`config.mk`:
```
export PLATFORM = sky130hd
export DESIGN_NAME = rep_serial_encoder
export DESIGN_NICKNAME = d
export VERILOG_FILES = /design/src/rtl/rep_code_pkg.sv /design/src/rtl/rep_chip_counter.sv /design/src/rtl/rep_serial_encoder.sv
export SDC_FILE = /design/constraint.sdc
export NUM_CORES = 1
export LEC_CHECK = 0
export CORE_MARGIN = 2
export CORE_UTILIZATION = 48
export CTS_CLUSTER_SIZE = 24
export DETAILED_ROUTE_END_ITERATION = 16
export PLACE_DENSITY = 0.87
export SYNTH_ARGS = -nofsm -noshare
export SYNTH_HDL_FRONTEND = slang
export SYNTH_HIERARCHICAL = 1
export SYNTH_SLANG_ARGS = --single-unit
```
`constraint.sdc`:
```
create_clock -name clk -period 1.8 [get_ports clk]
set_input_delay 0.36 -clock clk [delete_from_list [all_inputs] [get_ports clk]]
set_output_delay 0.36 -clock clk [all_outputs]
set_load 0.02 [all_outputs]
```
`src/rtl/rep_code_pkg.sv`:
```
// rep_code_pkg: shared FSM states, default sizes and parity helper for the repetition-coded link (REP_PARITY_EN adds the PARITY state)
package rep_code_pkg;
    localparam int REP_DEF    = 5;
    localparam int DATA_W_DEF = 8;
`ifdef REP_PARITY_EN
    typedef enum logic [1:0] {IDLE, DATA, PARITY} state_t;
`else
    typedef enum logic [1:0] {IDLE, DATA} state_t;
`endif
    function automatic logic even_parity(input logic [63:0] d);
        return ^d;
    endfunction
endpackage

```
`src/rtl/rep_chip_counter.sv`:
```
// rep_chip_counter: counts REP chips on en and pulses wrap while the last chip of a bit is consumed
module rep_chip_counter
    import rep_code_pkg::*;
#(
    parameter int REP = REP_DEF,
    localparam int CW = $clog2(REP)
) (
    input  logic          clk,
    input  logic          rst_n,
    input  logic          clr,
    input  logic          en,
    output logic [CW-1:0] cnt,
    output logic          wrap
);
    assign wrap = en && cnt == CW'(REP - 1);
    // chip position within the current bit; cleared when a new word starts
    always_ff @(posedge clk) begin
        if (!rst_n || clr) cnt <= '0;
        else if (en) cnt <= wrap ? '0 : cnt + 1'b1;
    end
endmodule

```
`src/rtl/rep_serial_encoder.sv`:
```
// rep_serial_encoder: LSB-first serial repetition-code transmitter; REP_PARITY_EN appends an even-parity bit
module rep_serial_encoder
    import rep_code_pkg::*;
#(
    parameter int   DATA_W   = DATA_W_DEF,
    parameter int   REP      = REP_DEF,
    parameter logic IDLE_LVL = 1'b0
) (
    input  logic              clk,
    input  logic              rst_n,
    input  logic [DATA_W-1:0] din,
    input  logic              din_valid,
    output logic              din_ready,
    input  logic              chip_en,
    output logic              tx_out,
    output logic              tx_valid,
    output logic              tx_sof,
    output logic              tx_eof,
    output logic              busy
);
    localparam int CW = $clog2(REP);
    localparam int BW = $clog2(DATA_W + 1);
    state_t            state, state_nx;
    logic [DATA_W-1:0] shreg;
    logic [BW-1:0]     bit_cnt;
    logic [CW-1:0]     chip_cnt;
    logic              wrap, accept, last_bit, last_chip;
`ifdef REP_PARITY_EN
    logic              par;
`endif
    assign accept    = din_valid && state == IDLE;
    assign last_bit  = bit_cnt == BW'(DATA_W - 1);
    assign last_chip = chip_cnt == CW'(REP - 1);
    rep_chip_counter #(.REP(REP)) u_chip_cnt (
        .clk  (clk),
        .rst_n(rst_n),
        .clr  (accept),
        .en   (chip_en && state != IDLE),
        .cnt  (chip_cnt),
        .wrap (wrap)
    );
    // state register
    always_ff @(posedge clk) begin
        if (!rst_n) state <= IDLE;
        else state <= state_nx;
    end
    // next state: a frame advances only on consumed chips
    always_comb begin
        state_nx = state;
        if (state == IDLE && din_valid) state_nx = DATA;
`ifdef REP_PARITY_EN
        else if (state == DATA && wrap && last_bit) state_nx = PARITY;
        else if (state == PARITY && wrap) state_nx = IDLE;
`else
        else if (state == DATA && wrap && last_bit) state_nx = IDLE;
`endif
    end
    // word capture at accept, one-bit shift per completed bit
    always_ff @(posedge clk) begin
        if (!rst_n) begin
            shreg   <= '0;
            bit_cnt <= '0;
`ifdef REP_PARITY_EN
            par     <= 1'b0;
`endif
        end else if (accept) begin
            shreg   <= din;
            bit_cnt <= '0;
`ifdef REP_PARITY_EN
            par     <= even_parity(64'(din));
`endif
        end else if (state == DATA && wrap) begin
            shreg   <= shreg >> 1;
            bit_cnt <= bit_cnt + 1'b1;
        end
    end
    assign busy      = state != IDLE;
    assign din_ready = state == IDLE;
    assign tx_valid  = busy;
    assign tx_sof    = state == DATA && bit_cnt == '0 && chip_cnt == '0;
`ifdef REP_PARITY_EN
    assign tx_out    = state == DATA ? shreg[0] : state == PARITY ? par : IDLE_LVL;
    assign tx_eof    = state == PARITY && last_chip;
`else
    assign tx_out    = state == DATA ? shreg[0] : IDLE_LVL;
    assign tx_eof    = state == DATA && last_bit && last_chip;
`endif
endmodule

```
==> summary by stage <==
Run
Across the run, the number of max-cap violations was 0.

Placed design
The placed standard-cell area is 1080 um2. The final HPWL from detailed placement is 1.38 mm. The global placer's final weighted congestion is approximately 0.76. Input and output buffers added on the ports amount to 17. The instance count after placement with tap cells included is 130.

Synth
Counting every net in the synthesized netlist gives 104. The mean instance size in the synthesized netlist is 9.30 um2. The proportion of netlist area held by the largest area contributor is 0.391. The post-synthesis cell count is 88. The warning count from the yosys run is 6.

The netlist uses 28 different library cells. The most used flip-flop cell after synthesis is sky130_fd_sc_hd__dfxtp_1. Of all cell types, the one taking the most synthesized area is sky130_fd_sc_hd__dfxtp_1. The part of the Yosys area used for sequential elements is 0.391. After synthesis the cells add up to 818 um2. The fraction of registers with async set/reset is 0. Sorting the synthesized cells by area gives the leading types as sky130_fd_sc_hd__dfxtp_1 39%, sky130_fd_sc_hd__mux2i_1 7.3%, sky130_fd_sc_hd__ha_1 6.1%. Counting flops with a built-in enable in the synthesized netlist gives 0.

The flop and latch count out of synthesis is 16.

Floorplan
The width of the die is 45.3 um. The full die area is 2050 um2. In this run the vertical extent of the chip is 45.3 um. The number of core rows is 14. The top-level port count is 18.

In this run the standard cell core region covers roughly 1600 um2. The starting density of the core is 0.525.

Final layout
The repair_antennas step left the layout with diodes totalling 0. The area growth from synthesis to layout is 39.0%. The utilization after layout is 0.730. The share of layout cells above drive strength 1 is 0.246.

The final-stage net count is 135. The post-route non-filler standard cell count is 134. The leading cell type in the layout, fill and taps excluded is sky130_fd_sc_hd__dfxtp_1.

The summed area of non-filler cells in the final layout is 1140 um2. In the layout the commonest cells are 15 x sky130_fd_sc_hd__dfxtp_1, 14 x sky130_fd_sc_hd__buf_4, 12 x sky130_fd_sc_hd__clkdlybuf4s50_1. Fill cells in the final layout number 130.

Drt
The starting DRC count in detailed routing is 8. After detailed routing, the total wire length is approximately 1.9 mm. Across all layers, the routed design uses approximately 730 vias. The first-pass iteration count of the detailed router is 4. The via density per instance is 5.44. In the routed design, unresolved DRC markers number 0.

The count of antenna-violating nets left after detailed routing is 0. The wire length per cell is ~14 um.

Critical path
Data on the critical path is required at its endpoint by 1.44 ns. The startpoint type of the worst setup path is a flip-flop. The sort of element at the end of the critical path is a primary output. The critical path is of the reg2out type. The arrival time at the worst endpoint is 1.63 ns. Along the worst path, the maximum fanout reaches 2.

Global route
For this run the aggregate overflow at the end of global routing stands at 0. The initial antenna violation count is 0. The global-route wire length before repair is around 2.8 mm. The via count of the first global-routing pass came to between 700 and 800. The total routing resource utilization after global routing is 0.190. Entering global routing, the biggest net connects 15 pins.

Clocking
CTS built an H-tree with a depth of 1. The clock transition at the registers of the reported paths is 0.10 ns. The number of clock buffers inserted by TritonCTS is 3. The root buffer cell chosen for the clock tree is sky130_fd_sc_hd__clkbuf_4. CTS saw 16 sinks. TritonCTS built the clock tree.

The maximum root-to-sink buffer count is 2. The number of buffers inserted by post-CTS setup repair is 0. At the later pin of the worst-skew pair, clock insertion delay measures 0.28 ns.

Pwr
VDD sags by at most 0.000463 V. The analysis attributes to cell leakage a power of a little over 0.5 nW. Power spread over the standard cell area amounts to approximately 640 nW/um2.

STA
The worst-case hold slack is 0.500 ns. The number of pins with negative max-slew slack in the final report was 0. At the pin with the least slew margin, the transition time is 0.320 ns.

The post-layout minimum cycle time is 1.99 ns. The peak clock frequency supported by timing is between 500 and 600 MHz. The total count of hold-check failures in the final report is 0. The relative max-transition margin is 0.786.

Adding up every negative setup slack in the final design gives -0.186 ns. In the finished design, the share of the clock period the worst path needs comes to 1.10. The final number of setup-violating endpoints is 1. The worst setup skew after layout is approximately 0.0040 ns. The worst setup slack after layout is -0.186 ns. Setup repair after global routing could not meet its margin everywhere.

Outcome
The final reports fail on negative setup slack. The flow ran to the end, but the final reports show violations.

Worst hold path
The min-delay analysis places its worst path in the category reg2reg.
==> registers in the layout, indices dropped and copies added (netlist names) <==
signal and flops:
shreg 8, state 1, u_chip_cnt/cnt 3, bit_cnt 4
==> synthesized netlist by cell type, types with 2 or more instances <==
cell and number:
sky130_fd_sc_hd__a21boi_0 3, sky130_fd_sc_hd__a21oi_1 8, sky130_fd_sc_hd__a32oi_1 2, sky130_fd_sc_hd__and2_1 2, sky130_fd_sc_hd__buf_4 3, sky130_fd_sc_hd__dfxtp_1 16
sky130_fd_sc_hd__ha_1 4, sky130_fd_sc_hd__inv_1 6, sky130_fd_sc_hd__mux2i_1 6, sky130_fd_sc_hd__nand2_1 4, sky130_fd_sc_hd__nand3_1 6, sky130_fd_sc_hd__nor2_1 3
sky130_fd_sc_hd__nor3_1 2, sky130_fd_sc_hd__nor3_2 2, sky130_fd_sc_hd__o21ai_0 7, sky130_fd_sc_hd__xnor2_1 2
==> metal layers <==
metal | track usage | wire [um] | vias up
met2 | 0.383 | 1050 | 21
li1 | - | - | 371
met4 | 0.0706 | 0 | 0
met1 | 0.190 | 743 | 337
met3 | 0.0280 | 70 | 0
met5 | 0 | 0 | -
==> critical path, stage by stage (launching register included) <==
cell and delay (ns):
sky130_fd_sc_hd__dfxtp_1 0.33, sky130_fd_sc_hd__inv_1 0.08, sky130_fd_sc_hd__ha_1 0.14, sky130_fd_sc_hd__or4b_4 0.47
sky130_fd_sc_hd__nor4_4 0.15, sky130_fd_sc_hd__buf_4 0.18
==> final timing paths <==
check | startpoint | endpoint | slack [ns] | cells after the start
max | bit_cnt[0]$_SDFFE_PP0P_ | tx_sof | -0.19 | 5
min | shreg[7]$_SDFFE_PN0P_ | shreg[7]$_SDFFE_PN0P_ | 0.50 | 2
max reg2reg | u_chip_cnt/cnt[0]$_SDFFE_PP0P_ | shreg[3]$_SDFFE_PN0P_ | 0.16 | 7
min reg2reg | shreg[7]$_SDFFE_PN0P_ | shreg[7]$_SDFFE_PN0P_ | 0.50 | 2
==> where the power goes <==
group	total [mW]	internal, mW	switching (mW)
Clock	0.238	0.123	0.115
Combinational	0.108	0.0586	0.0497
Sequential	0.380	0.369	0.0109
Total	0.726	0.551	0.176
==> timing repair <==
| item | CTS | global route |
|---|---|---|
| setup endpoints to repair | 3 | 4 |
| gates resized for setup | 12 | 7 |
| hold buffers | 0 | 0 |
==> kinds of logic (layout without fill, tap and decap cells) <==
group | count (synthesis) | after routing | share of synthesized area
and+or+nand+nor | 28 | 28 | 0.220
AOI/OAI and AO/OA | 21 | 21 | 0.153
DFF | 16 | 16 | 0.391
buffers and inverters | 10 | 40 | 0.0688
muxes | 6 | 6 | 0.0734
adders and majority gates | 4 | 4 | 0.0612
xor gates and xnor gates | 3 | 3 | 0.0321
==> area by class of cell <==
| cell class | instances | area (um2) | share of cell area |
|---|---|---|---|
| Multi-Input combinational cell | 62 | 473 | 0.416 |
| Timing Repair Buffer | 30 | 264 | 0.232 |
| Clock buffer | 4 | 36.3 | 0.0319 |
| Inverter | 6 | 22.5 | 0.0198 |
| Tap cell | 16 | 20.0 | 0.0176 |
| Sequential cell | 16 | 322 | 0.283 |
==> through the flow <==
step / total power, mW / setup slack, ns
5_1_grt: 0.759 / -0.261
6_report: 0.726 / -0.186
3_5_place_dp: 0.496 / -0.313
2_1_floorplan: 0.445 / 0.0920
4_1_cts: 0.728 / -0.187
3_3_place_gp: 0.490 / -0.251
(Power assumes the default switching activity.)
